==> config.mk <==
export PLATFORM = sky130hd
export DESIGN_NAME = cra_seq_ctrl
export DESIGN_NICKNAME = d
export VERILOG_FILES = /design/src/rtl/cra_pkg.sv /design/src/rtl/cra4bits.sv /design/src/rtl/cra_seq_ctrl.sv
export SDC_FILE = /design/constraint.sdc
export NUM_CORES = 1
export LEC_CHECK = 0
export BUFFER_PORTS_ARGS = -buffer_cell sky130_fd_sc_hd__buf_2
export CAP_MARGIN = 20
export CORE_MARGIN = 1.5
export CORE_UTILIZATION = 49
export CTS_CLUSTER_DIAMETER = 50
export CTS_CLUSTER_SIZE = 30
export DETAILED_ROUTE_END_ITERATION = 7
export GPL_TIMING_DRIVEN = 0
export MAX_ROUTING_LAYER = met4
export PLACE_DENSITY = 0.76
export RECOVER_POWER = 100
export SLEW_MARGIN = 10
export SYNTH_ARGS = -nofsm -noshare
export SYNTH_HDL_FRONTEND = slang
export SYNTH_HIERARCHICAL = 1
export SYNTH_SLANG_ARGS = --single-unit
==> constraint.sdc <==
create_clock -name clk -period 2.95 [get_ports clk]
set_input_delay 0.885 -clock clk [delete_from_list [all_inputs] [get_ports clk]]
set_output_delay 0.885 -clock clk [all_outputs]
set_load 0.05 [all_outputs]
==> src/rtl/cra_pkg.sv <==
// cra_pkg: shared slice width and controller state encoding for the sequential adder
package cra_pkg;
  localparam int SLICE_W = 4;
  typedef enum logic [1:0] {IDLE, RUN, DONE} state_t;
endpackage

==> src/rtl/cra4bits.sv <==
// cra4bits: combinational 4-bit carry-ripple slice, exporting the carry into bit 3 for overflow
module cra4bits
  import cra_pkg::*;
(
  input  logic [SLICE_W-1:0] a,
  input  logic [SLICE_W-1:0] b,
  input  logic               cin,
  output logic [SLICE_W-1:0] s,
  output logic               cout,
  output logic               c3
);
  logic [SLICE_W:0] w_c;
  // ripple the carry bit by bit through the slice
  always_comb begin
    w_c[0] = cin;
    for (int i = 0; i < SLICE_W; i++) begin
      s[i]     = a[i] ^ b[i] ^ w_c[i];
      w_c[i+1] = (a[i] & b[i]) | (w_c[i] & (a[i] ^ b[i]));
    end
  end
  assign cout = w_c[SLICE_W];
  assign c3   = w_c[SLICE_W-1];
endmodule

==> src/rtl/cra_seq_ctrl.sv <==
// cra_seq_ctrl: sequential adder reusing one 4-bit ripple slice, LSB slice first; optional ovf port via CRA_SEQ_OVF_EN
module cra_seq_ctrl
  import cra_pkg::*;
#(
  parameter int WIDTH = 16
) (
  input  logic             clk,
  input  logic             rst_n,
  input  logic             in_valid,
  output logic             in_ready,
  input  logic [WIDTH-1:0] a,
  input  logic [WIDTH-1:0] b,
  input  logic             cin,
  output logic             out_valid,
  input  logic             out_ready,
  output logic [WIDTH-1:0] sum,
  output logic             cout
`ifdef CRA_SEQ_OVF_EN
  ,
  output logic             ovf
`endif
);
  localparam int NSLICE = WIDTH / SLICE_W;
  localparam int IW     = NSLICE > 1 ? $clog2(NSLICE) : 1;

  state_t               r_state, w_next;
  logic [WIDTH-1:0]     r_a, r_b;
  logic [IW-1:0]        r_idx;
  logic                 r_carry;
  logic [SLICE_W-1:0]   w_a_sl, w_b_sl, w_s;
  logic                 w_co, w_last, w_accept;
`ifdef CRA_SEQ_OVF_EN
  logic                 w_c3;
`endif

  assign w_last    = r_idx == IW'(NSLICE - 1);
  assign w_accept  = (r_state == IDLE) && in_valid;
  assign in_ready  = r_state == IDLE;
  assign out_valid = r_state == DONE;
  assign cout      = r_carry;

  // state register
  always_ff @(posedge clk or negedge rst_n) begin
    if (!rst_n) r_state <= IDLE;
    else        r_state <= w_next;
  end

  // next-state: accept in IDLE, run NSLICE cycles, hold DONE until consumed
  always_comb begin
    w_next = r_state;
    case (r_state)
      IDLE:    w_next = in_valid ? RUN : IDLE;
      RUN:     w_next = w_last ? DONE : RUN;
      DONE:    w_next = out_ready ? IDLE : DONE;
      default: w_next = IDLE;
    endcase
  end

  // select the current operand slices
  always_comb begin
    w_a_sl = '0;
    w_b_sl = '0;
    for (int k = 0; k < NSLICE; k++) begin
      if (r_idx == IW'(k)) begin
        w_a_sl = r_a[k*SLICE_W +: SLICE_W];
        w_b_sl = r_b[k*SLICE_W +: SLICE_W];
      end
    end
  end

  cra4bits u_slice (
    .a    (w_a_sl),
    .b    (w_b_sl),
    .cin  (r_carry),
    .s    (w_s),
    .cout (w_co),
`ifdef CRA_SEQ_OVF_EN
    .c3   (w_c3)
`else
    .c3   ()
`endif
  );

  // latch operands on acceptance, then write one result slice per RUN cycle
  always_ff @(posedge clk or negedge rst_n) begin
    if (!rst_n) begin
      r_a     <= '0;
      r_b     <= '0;
      r_idx   <= '0;
      r_carry <= 1'b0;
      sum     <= '0;
    end else if (w_accept) begin
      r_a     <= a;
      r_b     <= b;
      r_carry <= cin;
      r_idx   <= '0;
    end else if (r_state == RUN) begin
      r_carry <= w_co;
      r_idx   <= r_idx + IW'(1);
      for (int k = 0; k < NSLICE; k++)
        if (r_idx == IW'(k)) sum[k*SLICE_W +: SLICE_W] <= w_s;
    end
  end

`ifdef CRA_SEQ_OVF_EN
  // signed overflow from the top slice, captured on the last RUN cycle
  always_ff @(posedge clk or negedge rst_n) begin
    if (!rst_n)                       ovf <= 1'b0;
    else if (r_state == RUN && w_last) ovf <= w_c3 ^ w_co;
  end
`endif
endmodule

# ---- Word-level counts from Yosys, hierarchy flattened
# Index checks and enable logic that the tools add are counted.
dict set report word_totals {
  regBits 53
}
dict set report op_classes {
  n_addsub 1
  n_eq_ne 5
  muxes 16
  bitwise 21
  n_reduce_logical 8
}
# cell count
set op_table {}
lappend op_table {{$mux 4} 8}
lappend op_table {{$reduce_and 3->1} 4}
lappend op_table {{$and 1x1->1} 8}
lappend op_table {{$mux 2} 4}
lappend op_table {{$xor 1x1->1} 8}
lappend op_table {{$eq 2x2->1 const B} 3}
lappend op_table {{$pmux 2 s3} 1}
lappend op_table {{$eq 2x1->1 const B} 2}
lappend op_table {{$logic_not 2->1} 2}
lappend op_table {{$or 1x1->1} 4}
lappend op_table {{$mux 1} 3}
lappend op_table {{$add 2x1->2 const B} 1}
lappend op_table {{$reduce_bool 2->1} 1}
lappend op_table {{$logic_and 1x1->1} 1}
lappend op_table {{$not 1->1} 1}

# ---- Depth between registers and ports, before layout
# Gate-level depths: netlist (run 1).
dict set report depth {
  depth_word 16
  mapped_depth 13
  mapped_depth_nobuf 12
}

# ---- Modules after synthesis
# The synthesis (run 1) kept the hierarchy.
# mod n_inst cells_per_inst area_per_inst_um2 seq_area_each_um2
set modules_own_cells {}
lappend modules_own_cells {cra_seq_ctrl 1 174 2472.4 1326.3}
lappend modules_own_cells {cra4bits 1 12 110.1 0.0}

# ---- Least setup slack after synthesis (run 1)
# Ideal clock, no wire load.
dict set report synth_timing {
  path_type {register -> register}
  start {register r_idx[0]}
  end {register sum[11]}
  arrival_time_ns 3.004
  setup_slack_ns -0.179
  path_stages_with_launch 14
  path_buffers 1
  synth_period_minus_slack_ns 3.129
  cell_sequence {dfrtp_1 -> inv_1 -> ha_1 -> nand2b_1 -> clkbuf_1 -> o22ai_1 -> a31oi_1 -> fa_1 -> inv_1 -> fa_1 -> fa_1 -> inv_1 -> fa_1 -> mux2_2}
}
dict set report synth_between {
  elab_chain_cells 13
  word_cells_on_any_way 27
  classes_between {eq/ne: 3; mux: 8; bitwise: 14; reduce/logical: 2}
}
# element line
set synth_lines {}
lappend synth_lines {{start, declared} cra_seq_ctrl.sv:28} ;# logic [IW-1:0] r_idx;
lappend synth_lines {{start signal, assigned} cra_seq_ctrl.sv:99} ;# r_idx <= r_idx + IW'(1);
lappend synth_lines {{$logic_not 2->1} cra_seq_ctrl.sv:64} ;# if (r_idx == IW'(k)) begin
lappend synth_lines {{$mux 4 (3 in a row)} cra_seq_ctrl.sv:64}
lappend synth_lines {{$mux 4 (*)} cra_seq_ctrl.sv:64}
lappend synth_lines {{via w_a_sl[0]} cra_seq_ctrl.sv:30} ;# logic [SLICE_W-1:0] w_a_sl, w_b_sl, w_s;
lappend synth_lines {{$xor 1x1->1} cra4bits.sv:18} ;# w_c[i+1] = (a[i] & b[i]) | (w_c[i] & (a[i] ^ b[i]));
lappend synth_lines {{$and 1x1->1} cra4bits.sv:18}
lappend synth_lines {{$or 1x1->1 (*)} cra4bits.sv:18}
lappend synth_lines {{$and 1x1->1 (*)} cra4bits.sv:18}
lappend synth_lines {{$or 1x1->1 (*)} cra4bits.sv:18}
lappend synth_lines {{$and 1x1->1 (*)} cra4bits.sv:18}
lappend synth_lines {{$or 1x1->1 (*)} cra4bits.sv:18}
lappend synth_lines {{via u_slice.c3} cra4bits.sv:10} ;# output logic c3
lappend synth_lines {{$xor 1x1->1 (*)} cra4bits.sv:17} ;# s[i] = a[i] ^ b[i] ^ w_c[i];
lappend synth_lines {{via w_s[3]} cra_seq_ctrl.sv:30}
lappend synth_lines {{end signal, assigned by index} cra_seq_ctrl.sv:101} ;# if (r_idx == IW'(k)) sum[k*SLICE_W +: SLICE_W] <= w_s;
lappend synth_lines {{end, declared} cra_seq_ctrl.sv:16} ;# output logic [WIDTH-1:0] sum,
# Mark *: on every way through the listed nets, which the timed path passes. The rest lies on a longest branch.
# A chain may end at the register's enable or synchronous reset.

# ---- Worst setup path after layout (run 1)
dict set report layout_timing {
  start {register r_idx[0]}
  end {register sum[7]}
}
dict set report layout_between {
  elab_chain_cells 13
  word_cells_on_any_way 27
  classes_between {eq/ne: 3; mux: 8; bitwise: 14; reduce/logical: 2}
}
# element line
set layout_lines {}
lappend layout_lines {{$logic_not 2->1} cra_seq_ctrl.sv:64}
lappend layout_lines {{$mux 4 (3 in a row)} cra_seq_ctrl.sv:64}
lappend layout_lines {{$mux 4 (*)} cra_seq_ctrl.sv:64}
lappend layout_lines {{via w_b_sl[0]} cra_seq_ctrl.sv:30}
lappend layout_lines {{$xor 1x1->1} cra4bits.sv:18}
lappend layout_lines {{$and 1x1->1} cra4bits.sv:18}
lappend layout_lines {{$or 1x1->1 (*)} cra4bits.sv:18}
lappend layout_lines {{$and 1x1->1 (*)} cra4bits.sv:18}
lappend layout_lines {{$or 1x1->1 (*)} cra4bits.sv:18}
lappend layout_lines {{$and 1x1->1 (*)} cra4bits.sv:18}
lappend layout_lines {{$or 1x1->1 (*)} cra4bits.sv:18}
lappend layout_lines {{via u_slice.c3} cra4bits.sv:10}
lappend layout_lines {{$xor 1x1->1 (*)} cra4bits.sv:17}
lappend layout_lines {{via w_s[3]} cra_seq_ctrl.sv:30}
# Marked as above.

==> results of run 1 <==
-- cells in the final DEF (no fill, tap or decap), types with 2 or more instances in the layout --
master and instances:
nand2_2 2, dfrtp_2 2, buf_4 11, clkbuf_8 6, o22ai_1 5, o21ai_0 2, fa_2 4, buf_6 3
inv_2 3, buf_2 37, clkinvlp_4 2, a31oi_1 6, dfrtp_1 51, a31oi_4 2, mux2_2 16, nand2_1 11
inv_1 9, nand3b_1 9, clkbuf_1 22, mux2_4 5, mux2_1 27, nor2_1 4, ha_4 4
-- flip-flops by register name, summed over array words and instances (netlist names) --
register and flops:
r_a 16, r_b 16, sum 16, r_idx 2, r_state 2, cout 1
-- kinds of logic after synthesis --
family	after synthesis	share of synthesized area
flops	53	0.514
buf+inv	22	0.0552
compound gates	20	0.0499
fa+ha+maj	9	0.0552
mux	49	0.257
simple gates	33	0.0693
-- timing repair --
action	in CTS	in global routing
buffers inserted	11	2
cloned	0	0
endpoints found under the setup margin	9	5
resized for setup	29	7
hold buffers	0	0
pin swaps	5	3
-- final cells by class --
type,instances,share of cell area
Clock inverter,1,0.00241
Tap cell,70,0.0281
Multi-Input combinational cell,111,0.368
Inverter,14,0.0189
Clock buffer,6,0.0265
Sequential cell,53,0.426
Timing Repair Buffer,69,0.118
Buffer,6,0.0120
-- path summary, 6_finish.rpt --
| kind | from | endpoint | slack, ns | depth (start not counted) |
|---|---|---|---|---|
| worst max-delay path | r_idx[0] | sum[7] | -0.1 | 11 |
| worst min register to register | r_b[14] | r_b[14] | 0.50 | 1 |
| max in group asynchronous | rst_n | r_idx[1] | 0.76 | 2 |
| worst max register to register | r_idx[0] | sum[7] | -0.1 | 11 |
| min in group asynchronous | rst_n | r_a[9] | 0.80 | 1 |
| worst min-delay path | r_b[14] | r_b[14] | 0.50 | 1 |
-- metal layers --
layer	share of wire	vias to the layer above	track usage
li1	-	788	-
met1	0.45	820	0.257
met2	0.49	53	0.318
met3	0.045	6	0.0463
met4	0.015	0	0.0734
met5	0	-	-
-- per-stage QoR --
| stage | TNS [ns] | utilization | instance area, µm² | setup slack, ns | hold WS, ns |
|---|---|---|---|---|---|
| global placement | -1.99 | 0.582 | 2970 | -0.396 | 0.483 |
| global route | -0.601 | 0.610 | 3120 | -0.158 | 0.519 |
| floorplan | -0.104 | - | 2610 | -0.0316 | 0.474 |
| finish | -0.357 | 0.610 | 3120 | -0.0980 | 0.498 |
| detailed placement | -2.30 | 0.586 | 2990 | -0.428 | 0.489 |
| CTS | -0.406 | 0.646 | 3300 | -0.112 | 0.510 |
==> summary.md, run 1 <==
| Metric | Value |
|---|---|
| Die Y | `between 70 and 80 µm` |
| RSZ-0062 raised after global routing | `true` |
| Row cnt | `26` |
| Critical Path Fanout Max | `6` |
| Cell family with most CP delay | `adder cells` |
| Final count of hold timing violations | `0` |
| Crit path launch type | `register` |
| IO buf count | `55` |
| Top post-synthesis cells by area | `dfrtp_1, mux2_4, mux2_2` |
| Overall routed net length | `slightly above 5 mm` |
| I/O pins | `56` |
| Die W | `roughly 76 µm` |
| Final clock period utilization by the worst path | `1.03` |
| Achievable Freq | `approximately 330 MHz` |
| Ys async rst share | `1.00` |
| CTS buffer count | `5` |
| Minimum clock period | `3.05 ns` |
| Synth Area per Inst | `between 10 and 15 µm²` |
| Dpl cells | `between 300 and 400` |
| Post-route non-filler standard cell count | `between 300 and 400` |
| Reg area | `~1300 µm²` |
| Failing checks | `setup timing` |
| Worst-margin pin slew | `approximately 1.2 ns` |
| Yosys cell types | `26` |
| Synth Net Count | `about 230` |
| Avg Vias per Cell | `between 5 and 6` |
| Crit path top cell by count | `fa_2` |
| CP peak stage delay | `about 0.47 ns` |
| Biggest area consumer among synthesized cells | `dfrtp_1` |
| Worst Setup End Kind | `register` |
| Clk_skew | `slightly below 0.004 ns` |
| Netlist Area Pre-Place | `between 2000 and 3000 µm²` |
| H-tree level count | `2` |
| Clk slew on worst S/H paths | `roughly 0.090 ns` |
| Initial DRC count | `63` |
| Final Max Tran Viols | `0` |
| Critical Path AT | `approximately 3.2 ns` |
| Vias | `about 1,700` |
| Net count reported at finish | `about 310` |
| Final GP Congestion | `between 0.7 and 0.8` |
| Tot GR Track Use | `0.202` |
| Die ar. | `5710 µm²` |
| Synth top area share | `0.514` |
| Rel. slew slack | `0.200` |
| Layout area overhead | `20.7%` |
| Dpl hpwl | `roughly 3.6 mm` |
| Synth warn | `6` |
| Final setup margin | `-0.0980 ns` |
| DRT Pass-1 Iters | `4` |
| Hold Crit Class | `reg -> reg` |
| Core area | `5110 µm²` |
| Fillers | `441` |
| CTS sink cnt | `between 50 and 60` |
| Worst-Skew Late Latency | `about 0.3 ns` |
| Worst-path cell chain | `buf_6, ha_4, nand3b_1, a31oi_4, fa_2, inv_2, fa_2, fa_2, inv_2, fa_2, mux2_4` |
| Primary FF master, synth | `dfrtp_1` |
| Finish-stage setup viols | `4` |
| Area of the multi-input gates | `approximately 1100 µm²` |
| Clock buffer depth | `2` |
| DR WL/cell | `roughly 16 µm` |
| WP data required | `3.14 ns` |
| First-pass GRT wire length | `around 8.1 mm` |
| Ant diodes | `0` |
| Share of the yosys chip area belonging to registers | `0.514` |
| Top-count cell post-synth | `dfrtp_1` |
| Mapped Cells | `approximately 190` |
| Fraction of layout cells with a size suffix above 1 | `0.412` |
| Starting density of the core | `0.506` |
| Synthesized flop and latch total | `53` |
| Post-synth EDFFs | `0` |
| Status | `finished, violations left` |
| Crit path buffers/inverters | `3` |
| Root buf cell | `clkbuf_8` |
| DRC | `0` |
| Vias in the first global route | `1,648` |
| Post-synth top cells | `dfrtp_1, mux2_4, mux2_2, inv_1, nand2_1` |
| Max-cap violations | `0` |
| Global route total overflow | `0` |
| Initial antenna violation count | `0` |
| Setup CP Type | `reg -> reg` |
| Antenna Nets Post-Route | `0` |
| CTS tree | `done` |
| Crit-path slowest cell | `fa_2` |
| Largest net degree at the start of global routing | `31` |
Power of run 1 is left out: the tool's default activity adds up to more than one toggle a clock period on the data nets, which glitch-free logic cannot reach.
==> run 2, diff against run 1 <==
==> constraint.sdc (replaced) <==
create_clock -name clk -period 2.95 [get_ports clk]
set_input_delay 0.295 -clock clk [delete_from_list [all_inputs] [get_ports clk]]
set_output_delay 0.295 -clock clk [all_outputs]
set_load 0.05 [all_outputs]
==> summary.md, run 2 (same netlist as run 1, synthesis figures left out) <==
| Metric | Value |
|---|---|
| Fillers | `between 300 and 400` |
| Achievable Freq | `328 MHz` |
| Layout area overhead | `28.7%` |
| Critical Path Fanout Max | `6` |
| Starting density of the core | `0.506` |
| Clock buffer depth | `2` |
| Hold Crit Class | `in -> reg` |
| Global route total overflow | `0` |
| Finish-stage setup viols | `4` |
| Ant diodes | `0` |
| Clk slew on worst S/H paths | `approximately 0.090 ns` |
| Antenna Nets Post-Route | `0` |
| DRC | `0` |
| Commonest non-fill, non-tap cell in the layout | `buf_2` |
| DRT Pass-1 Iters | `4` |
| Worst Setup End Kind | `register` |
| Crit path launch type | `register` |
| Critical Path AT | `~3.2 ns` |
| H-tree level count | `2` |
| Overall routed net length | `5.14 mm` |
| Final setup margin | `-0.0976 ns` |
| CTS sink cnt | `53` |
| Largest registers | `r_a (16), r_b (16), sum (16)` |
| Util after Layout | `0.651` |
| CTS buffer count | `5` |
| Initial DRC count | `56` |
| WP data required | `roughly 3.1 ns` |
| Fin Setup TNS | `-0.355 ns` |
| Failing checks | `setup timing` |
| Largest net degree at the start of global routing | `31` |
| Setup CP Type | `reg -> reg` |
| Setup WS pre-CTS | `-0.428 ns` |
| Dpl hpwl | `~3.6 mm` |
| Root buf cell | `clkbuf_8` |
| Final count of hold timing violations | `0` |
| Vias in the first global route | `between 1,500 and 2,000` |
| Most frequent cells in the layout | `buf_2, dfrtp_1, mux2_4, mux2_2` |
| Worst-path cell chain | `buf_6, ha_4, nand3b_1, a31oi_4, fa_2, inv_2, fa_2, fa_2, inv_2, fa_2, mux2_4` |
| Die ar. | `approximately 5700 µm²` |
| Worst-Skew Late Latency | `around 0.3 ns` |
| DR WL/cell | `approximately 16 µm` |
| Die Y | `75.6 µm` |
| Tot GR Track Use | `0.202` |
| I/O pins | `56` |
| Net count reported at finish | `just over 300` |
| RSZ-0062 raised after global routing | `true` |
| CP peak stage delay | `between 0.4 and 0.5 ns` |
| Crit path top cell by count | `fa_2` |
| Status | `finished, violations left` |
| Max-cap violations | `0` |
| Placed cell area | `2990 µm²` |
| CTS tree | `done` |
| Row cnt | `26` |
| Core area | `5110 µm²` |
| Crit path buffers/inverters | `3` |
| Design Area, Final | `roughly 3300 µm²` |
| Fraction of layout cells with a size suffix above 1 | `0.598` |
| Minimum clock period | `between 3 and 4 ns` |
| Avg Vias per Cell | `5.05` |
| Initial antenna violation count | `0` |
| First-pass GRT wire length | `between 8 and 9 mm` |
| Rel. slew slack | `0.134` |
| Final Max Tran Viols | `0` |
| IO buf count | `55` |
| Die W | `roughly 76 µm` |
| Cell family with most CP delay | `adder cells` |
| Final clock period utilization by the worst path | `1.03` |
| Clk_skew | `about 0.0045 ns` |
| Final GP Congestion | `around 0.76` |
| Crit-path slowest cell | `fa_2` |
| Vias | `1,671` |
| Worst-margin pin slew | `roughly 1.3 ns` |
## run 2: metal layers
layer,track usage,up-vias,wire length (µm),part of all wire
met4,0.0734,0,76,0.015
met3,0.0463,6,193,0.038
met1,0.257,827,2320,0.45
met5,-,-,0,0
met2,0.318,49,2550,0.50
li1,-,789,-,-
## run 2: cell type report
| class | count | area (µm²) | share of cell area |
|---|---|---|---|
| Sequential cell | 53 | 1330 | 0.400 |
| Multi-Input combinational cell | 111 | 1250 | 0.377 |
| Timing Repair Buffer | 70 | 413 | 0.124 |
| Buffer | 6 | 93.8 | 0.0282 |
| Tap cell | 70 | 87.6 | 0.0264 |
| Clock buffer | 6 | 82.6 | 0.0248 |
| Inverter | 14 | 58.8 | 0.0177 |
| Clock inverter | 1 | 7.51 | 0.00226 |
## run 2: metrics by stage
stage | hold WS [ns] | std cells
4_1_cts | 0.211 | 331
3_3_place_gp | 0.483 | 311
6_report | 0.218 | 331
3_5_place_dp | 0.310 | 312
2_1_floorplan | -0.000591 | 186
5_1_grt | 0.200 | 331
## run 2: timing repair
item / CTS / global route
buffers inserted: 11 / 2
endpoints found under the setup margin: 9 / 5
pin swaps: 5 / 3
gates resized for setup: 29 / 7
hold buffers: 1 / 0
hold endpoints to repair: 23 / 0
## run 2: final timing paths
path                       startpoint       end  slack (ns)  cells after the start
setup / recovery             r_idx[0]    sum[7]        -0.1                     11
hold / removal                   a[1]    r_a[1]        0.22                      2
setup reg to reg             r_idx[0]    sum[7]        -0.1                     11
hold reg to reg                sum[1]    sum[1]        0.50                      1
max in group asynchronous       rst_n  r_idx[1]        1.36                      3
min in group asynchronous       rst_n    r_a[9]        0.80                      2
Power of run 2 is left out for the same reason.
==> run 3, diff against run 2 <==
--- a/config.mk
+++ b/config.mk
@@ -8,13 +8,13 @@
 export BUFFER_PORTS_ARGS = -buffer_cell sky130_fd_sc_hd__buf_2
 export CAP_MARGIN = 20
 export CORE_MARGIN = 1.5
-export CORE_UTILIZATION = 49
+export CORE_UTILIZATION = 54
 export CTS_CLUSTER_DIAMETER = 50
 export CTS_CLUSTER_SIZE = 30
 export DETAILED_ROUTE_END_ITERATION = 7
 export GPL_TIMING_DRIVEN = 0
 export MAX_ROUTING_LAYER = met4
-export PLACE_DENSITY = 0.76
+export PLACE_DENSITY = 0.79
 export RECOVER_POWER = 100
 export SLEW_MARGIN = 10
 export SYNTH_ARGS = -nofsm -noshare
==> constraint.sdc (replaced) <==
create_clock -name clk -period 3.3 [get_ports clk]
set_input_delay 0.33 -clock clk [delete_from_list [all_inputs] [get_ports clk]]
set_output_delay 0.33 -clock clk [all_outputs]
set_load 0.05 [all_outputs]
==> summary.md, run 3 (same netlist as run 1, synthesis figures left out) <==
| Metric | Value |
|---|---|
| Area of the multi-input gates | `~1100 µm²` |
| Final clock period utilization by the worst path | `0.967` |
| IO buf count | `55` |
| Die ar. | `5210 µm²` |
| Ant diodes | `0` |
| Vias | `~1,600` |
| Critical Path AT | `~3.4 ns` |
| Initial antenna violation count | `0` |
| Clk slew on worst S/H paths | `approximately 0.09 ns` |
| Avg Vias per Cell | `between 5 and 6` |
| Commonest non-fill, non-tap cell in the layout | `dfrtp_1` |
| Dpl cells | `between 200 and 300` |
| Worst-Skew Late Latency | `~0.30 ns` |
| Final Max Tran Viols | `0` |
| Largest net degree at the start of global routing | `29` |
| Starting density of the core | `0.577` |
| Layout area overhead | `14.2%` |
| Initial DRC count | `61` |
| Most frequent cells in the layout | `dfrtp_1, buf_2, clkbuf_1, mux2_1, mux2_2` |
| Tot GR Track Use | `0.211` |
| Net count reported at finish | `298` |
| Max-cap violations | `0` |
| Final GP Congestion | `0.769` |
| Vias in the first global route | `approximately 1,700` |
| I/O pins | `between 50 and 60` |
| Die W | `about 70 µm` |
| Fillers | `roughly 370` |
| Row cnt | `24` |
| Largest registers | `r_a (16), r_b (16), sum (16)` |
| Clock buffer depth | `2` |
| Setup CP Type | `reg -> reg` |
| Worst Setup End Kind | `register` |
| Final count of hold timing violations | `0` |
| Clk_skew | `approximately 0.0064 ns` |
| DR WL/cell | `between 15 and 20 µm` |
| Overall routed net length | `approximately 5.2 mm` |
| Achievable Freq | `around 310 MHz` |
| Die Y | `slightly above 70 µm` |
| Core area | `roughly 4500 µm²` |
| H-tree level count | `2` |
| Fraction of layout cells with a size suffix above 1 | `0.340` |
| CTS tree | `done` |
| Rel. slew slack | `0.0503` |
| CTS sink cnt | `between 50 and 60` |
| Global route total overflow | `0` |
| Finish-stage setup viols | `0` |
| Antenna Nets Post-Route | `0` |
| DRT Pass-1 Iters | `4` |
| Dpl hpwl | `between 3 and 4 mm` |
| Placed cell area | `2940 µm²` |
| Worst-margin pin slew | `between 1 and 1.5 ns` |
| Root buf cell | `clkbuf_8` |
| First-pass GRT wire length | `between 8 and 9 mm` |
| Critical Path Fanout Max | `8` |
| Minimum clock period | `between 3 and 4 ns` |
| CTS buffer count | `5` |
| Post-route non-filler standard cell count | `305` |
| Hold Crit Class | `in -> reg` |
| WP data required | `between 3 and 4 ns` |
| DRC | `0` |
| Fin Setup TNS | `0 ns` |
| Design Area, Final | `2950 µm²` |
| Status | `finished clean` |
| Reg area | `~1300 µm²` |
| Crit path launch type | `register` |
| Hold_buf cts | `0` |
run 3: routing by layer:
metal / share of wire / GRT usage
met1: 0.45 / 0.275
met2: 0.50 / 0.342
met3: 0.043 / 0.0403
met4: 0.013 / 0.0608
met5: 0 / -
run 3: layout make-up:
type                            instances  area share
Inverter                               14      0.0178
Tap cell                               52      0.0221
Buffer                                  6      0.0102
Clock inverter                          2     0.00509
Multi-Input combinational cell        111       0.371
Clock buffer                            6      0.0246
Sequential cell                        53       0.450
Timing Repair Buffer                   61      0.0988
run 3: path summary, 6_finish.rpt:
path	startpoint	end	slack, ns	cells past startpoint
worst max register to register	r_idx[0]	sum[15]	0.11	11
max in group asynchronous	rst_n	r_idx[0]	0.96	2
min in group asynchronous	rst_n	r_a[5]	0.35	1
worst max-delay path	r_idx[0]	sum[15]	0.11	11
worst min register to register	r_a[10]	r_a[10]	0.50	1
worst min-delay path	b[14]	r_b[14]	0.24	2
run 3: critical path: stages, from the launching register on:
cell      delay (ns)
dfrtp_2         0.46
buf_4           0.16
ha_4            0.18
nand3b_1        0.21
a31oi_4         0.22
fa_2            0.23
inv_1           0.05
fa_1            0.37
fa_1            0.36
inv_1           0.08
fa_2            0.47
mux2_2          0.29
run 3: metrics by stage:
stage	util	hold WS (ns)	setup WS [ns]
6_report	0.659	0.239	0.108
5_1_grt	0.659	0.236	-0.0318
4_1_cts	0.686	0.0506	0.0267
3_5_place_dp	0.658	0.378	-0.240
3_3_place_gp	0.653	0.485	-0.181
2_1_floorplan	-	0.0344	0.171
run 3: what timing repair did:
item | in CTS | in global routing
setup endpoints to repair | 4 | 4
hold endpoints to repair | 0 | 0
buffers inserted | 0 | 5
resized for setup | 13 | 11
pin swaps | 0 | 0
Power of run 3 is left out for the same reason.
